$ cat src/rtl/register_file_32x32.sv
// 32-entry register file with one write port and two registered read ports.
// R0 reads as zero; the READ/WRITE pair selects one operation per clock.
module register_file_32x32 #(
  parameter int DATA_WIDTH = 32,
  parameter int ADDR_WIDTH = 5
) (
  input  logic                  CLK,
  input  logic                  RST,
  input  logic                  READ,
  input  logic                  WRITE,
  input  logic [ADDR_WIDTH-1:0] ADDR_R1,
  input  logic [ADDR_WIDTH-1:0] ADDR_R2,
  input  logic [ADDR_WIDTH-1:0] ADDR_W,
  input  logic [DATA_WIDTH-1:0] DATA_W,
  output logic [DATA_WIDTH-1:0] DATA_R1,
  output logic [DATA_WIDTH-1:0] DATA_R2
);

  localparam int unsigned NUM_REGS = 2 ** ADDR_WIDTH;

  typedef enum logic [1:0] {
    OP_NOP   = 2'd0,
    OP_READ  = 2'd1,
    OP_WRITE = 2'd2
  } op_e;

  op_e                   w_op;
  logic [NUM_REGS-1:0]   w_wr_sel;
  logic [DATA_WIDTH-1:0] r_regs [NUM_REGS];
  logic [DATA_WIDTH-1:0] r_data_r1;
  logic [DATA_WIDTH-1:0] r_data_r2;

  always_comb begin
    w_op = OP_NOP;
    unique case ({READ, WRITE})
      2'b10:   w_op = OP_READ;
      2'b01:   w_op = OP_WRITE;
      default: w_op = OP_NOP;
    endcase
  end

  // Bit 0 of the decode is forced low so R0 never leaves its reset value.
  always_comb begin
    w_wr_sel = '0;
    for (int unsigned i = 1; i < NUM_REGS; i++) begin
      w_wr_sel[i] = (w_op == OP_WRITE) && (ADDR_W == ADDR_WIDTH'(i));
    end
  end

  always_ff @(posedge CLK or negedge RST) begin
    if (!RST) begin
      for (int unsigned i = 0; i < NUM_REGS; i++) begin
        r_regs[i] <= '0;
      end
    end else begin
      for (int unsigned i = 0; i < NUM_REGS; i++) begin
        if (w_wr_sel[i]) begin
          r_regs[i] <= DATA_W;
        end
      end
    end
  end

  always_ff @(posedge CLK or negedge RST) begin
    if (!RST) begin
      r_data_r1 <= '0;
      r_data_r2 <= '0;
    end else if (w_op == OP_READ) begin
      r_data_r1 <= r_regs[ADDR_R1];
      r_data_r2 <= r_regs[ADDR_R2];
    end
  end

  assign DATA_R1 = r_data_r1;
  assign DATA_R2 = r_data_r2;

endmodule

$ cat config.mk
export PLATFORM = sky130hd
export DESIGN_NAME = register_file_32x32
export DESIGN_NICKNAME = d
export VERILOG_FILES = /design/src/rtl/register_file_32x32.sv
export SDC_FILE = /design/constraint.sdc
export NUM_CORES = 2
export LEC_CHECK = 0
export CAP_MARGIN = 15
export CORE_AREA = 2 2 337 339
export CTS_CLUSTER_DIAMETER = 120
export DETAILED_ROUTE_END_ITERATION = 16
export DIE_AREA = 0 0 339 341
export PLACE_DENSITY = 0.63
export SETUP_SLACK_MARGIN = 0.1
export SYNTH_ARGS = -nofsm -noshare
export SYNTH_HDL_FRONTEND = slang
export SYNTH_SLANG_ARGS = --single-unit
$ cat constraint.sdc
create_clock -name CLK -period 1.7 [get_ports CLK]
set_input_delay 0.34 -clock CLK [delete_from_list [all_inputs] [get_ports CLK]]
set_output_delay 0.34 -clock CLK [all_outputs]
set_load 0.03 [all_outputs]
==> results.md <==
* Status: finished with violations
* Failing checks: setup timing
* Worst-path cell chain: buf_12
* Cell row count at 123
* Worst hold path class: primary input to asynchronous set/reset pin
* Final worst-path setup slack at -93.28 ps
* Critical Path RT at 1360 ps
* Tot GR Track Use at 0.3144
* Post-synth EDFFs at 0
* Max clock buf depth at 3
* IO buf count at 114
* PD cells at 1034 nW/um2
* Pin count of the biggest net entering global routing at 90
* Vias post-DR at 37807
* Ys async rst share at 1.000
* CTS buffer count at 117
* CTS root buf: clkbuf_16
* Final net count at 4349
* Fin util at 0.6136
* Clk slew on worst S/H paths at 60 ps
* Vias in the first global route at 38662
* Power Total at 70950 uW
* CP peak stage delay at 520 ps
* First element of the critical path: DATA_R1[0]
* Reg2Reg Launch Point: r_regs[106]
* H-tree depth at 3
* Synth-to-layout area growth at 23.65%
* Fmax at 0.5576 GHz
* Post-synthesis register bit count at 1056
* Register area share after synthesis at 0.4760
* Clock sinks at 1056
* Drc violations at 0
* R2r worst-path depth at 4
* Initial core utilization at 0.4962
* WP data arrival at 1450 ps
* Clock latency on the worst-skew pair at 720 ps
* Total global routing overflow at 0
* Fin crit share at 1.055
* Worst reg2reg path endpoint: DATA_R2[10]
* Synth Flop Type: dfrtp_1
* Num ports at 115
* Commonest cells after routing, fill and taps aside: dfrtp_1, mux2_2, mux4_2
* Die area at 115600 um2
* TritonCTS clock tree: built
* Routed Antenna Nets at 0
* Initial antenna violation count at 5
* Cell variety after synth at 43
* Worst Setup End Kind: output port
* Rel. slew slack at 0.6356
* Max VDD drop at 927.1 uV
* Count of final max-slew check failures at 0
* Unrepaired setup endpoints after global routing: true
* Vias/cell at 6.413
* Synth warnings at 0
* Max Cap Viol at 0
* DRT iter0 DRCs at 3563
* Worst Path Buf+Inv at 1
* Leakage power at 0.03076 uW
* First-pass GRT wire length at 266200 um
* Wire per inst at 30.79 um
* Pre-antenna DRT Iters at 5
* Syn Inst Count at 3872
* Share of cells above drive strength 1 at 0.5758
* Most common cell after layout, fill and taps aside: dfrtp_1
* Crit path kind: flip-flop to output port
* Post-detailed-routing wire length at 181500 um
* # setup viols final at 14
* Core footprint at 111900 um2
* Critical path fanouts, max at 2
* Fillers at 8511
* Mapped Nets at 3923
* Die H at 341 um
* Hpwl dp at 119800 um
* Slew @ Worst Pin at 546.6 ps
* Final setup skew at 29.56 ps
* Startpoint Class: flip-flop
* Fin. Hold Viols at 0
* Post-Syn Area per Cell at 14.34 um2
* Mapped Area at 55520 um2
* Reg-to-reg slack, setup at -50 ps
* Width of the die at 339 um
* Crit-path slowest cell: dfrtp_2
* Period minus WS final at 1793 ps
* GP Congestion at 0.8561
* Top delay family on crit path: flip-flops
-- cell type report --
class                   instances  area (um2)  area share
repair buffers                713        8208      0.1196
inverters                       2       10.01   0.0001458
clock inverters                34       350.3    0.005103
clock buffers                 181        3582     0.05218
flip-flops and latches       1056       26460      0.3854
multi-input cells            2408       28160      0.4102
diodes                          1       2.502  0.00003645
well taps                    1500        1877     0.02734
-- power by group --
group          switching [uW]  total (uW)  internal (uW)  leakage (uW)
Clock                   10700       25900          15200       0.00193
Combinational            5740       13700           7950        0.0148
Sequential               2800       31400          28600        0.0140
-- metal layers --
metal	up-vias	global-route usage	share of wire
li1	15641	-	-
met1	20306	0.4449	0.43
met2	1486	0.4889	0.46
met3	370	0.05899	0.073
met4	4	0.1120	0.037
met5	-	0	0.00012
-- registers in the layout (all words and copies together) (netlist names) --
name and flops:
r_regs 992, DATA_R2 32, DATA_R1 32
-- timing repair --
| item | 4_1_cts | 5_1_grt |
|---|---|---|
| endpoints found under the setup margin | 1089 | 178 |
| hold endpoints to repair | 848 | 0 |
| hold buffers | 1 | 0 |
| resized for setup | 502 | 85 |
| buffers inserted | 37 | 26 |
| gates cloned | 8 | 0 |
| pin swaps | 38 | 44 |
-- worst max path at each step --
stage	endpoint	slack [ps]	depth (start not counted)
6_report	DATA_R1[0]	-90	1
5_1_grt	DATA_R2[17]	-130	1
4_1_cts	DATA_R2[17]	-110	1
3_5_place_dp	r_regs[362]	-1050	6
3_3_place_gp	r_regs[360]	-1020	6
2_1_floorplan	r_regs[353]	-220	5
-- metrics by stage --
stage | setup slack (ps) | instance area, um2 | TNS, ps | instances | hold slack, ps
5_1_grt | -127.3 | 68650 | -780.7 | 5895 | 51.04
2_1_floorplan | -218.9 | 56140 | -60700 | 3872 | 44.41
3_3_place_gp | -1023 | 63110 | -774130 | 5608 | 194.5
6_report | -93.28 | 68650 | -405.7 | 5895 | 59.72
3_5_place_dp | -1045 | 63110 | -786570 | 5608 | 193.2
4_1_cts | -106.7 | 68200 | -861.9 | 5869 | 22.13
-- logic make-up (layout without fill, tap and decap cells) --
group,count (synthesis),count (layout),synth area share
simple gates,384,384,0.03322
flops,1056,1056,0.4760
buf+inv,408,930,0.03475
mux,1614,1614,0.4078
other cells,0,1,0
compound gates,410,410,0.04829
-- cell usage after synthesis (2+ instances only) --
master    number  area [um2]
mux2_2      1089       12260
dfrtp_1     1056       26430
mux4_2       408        9189
clkbuf_1     214       803.3
nand2_1      154       578.1
buf_2        120       600.6
mux2i_1      103        1031
a21oi_1       94       470.5
nor2b_1       88       550.5
o21ai_0       81       405.4
nor2_1        67       251.5
a211oi_1      58       435.4
a22oi_1       50       375.4
buf_4         44       330.3
a221oi_1      38       332.8
o211ai_1      21       157.7
a31oi_1       20       125.1
o22ai_1       20       125.1
o41ai_1       20       175.2
buf_1         17       63.81
nor3_1        17       85.08
and3_1        16       100.1
nand3_1       16       80.08
mux2_1        14       157.7
buf_6         11       123.9
nand2b_1       5       31.28
a32oi_1        4       35.03
and2_1         4       25.02
nor2_2         3       18.77
nor3b_1        3       22.52
inv_1          2       7.510
nand3b_1       2       15.01
nor3b_2        2       25.02
or3_1          2       12.51
(Power assumes the default switching activity.)
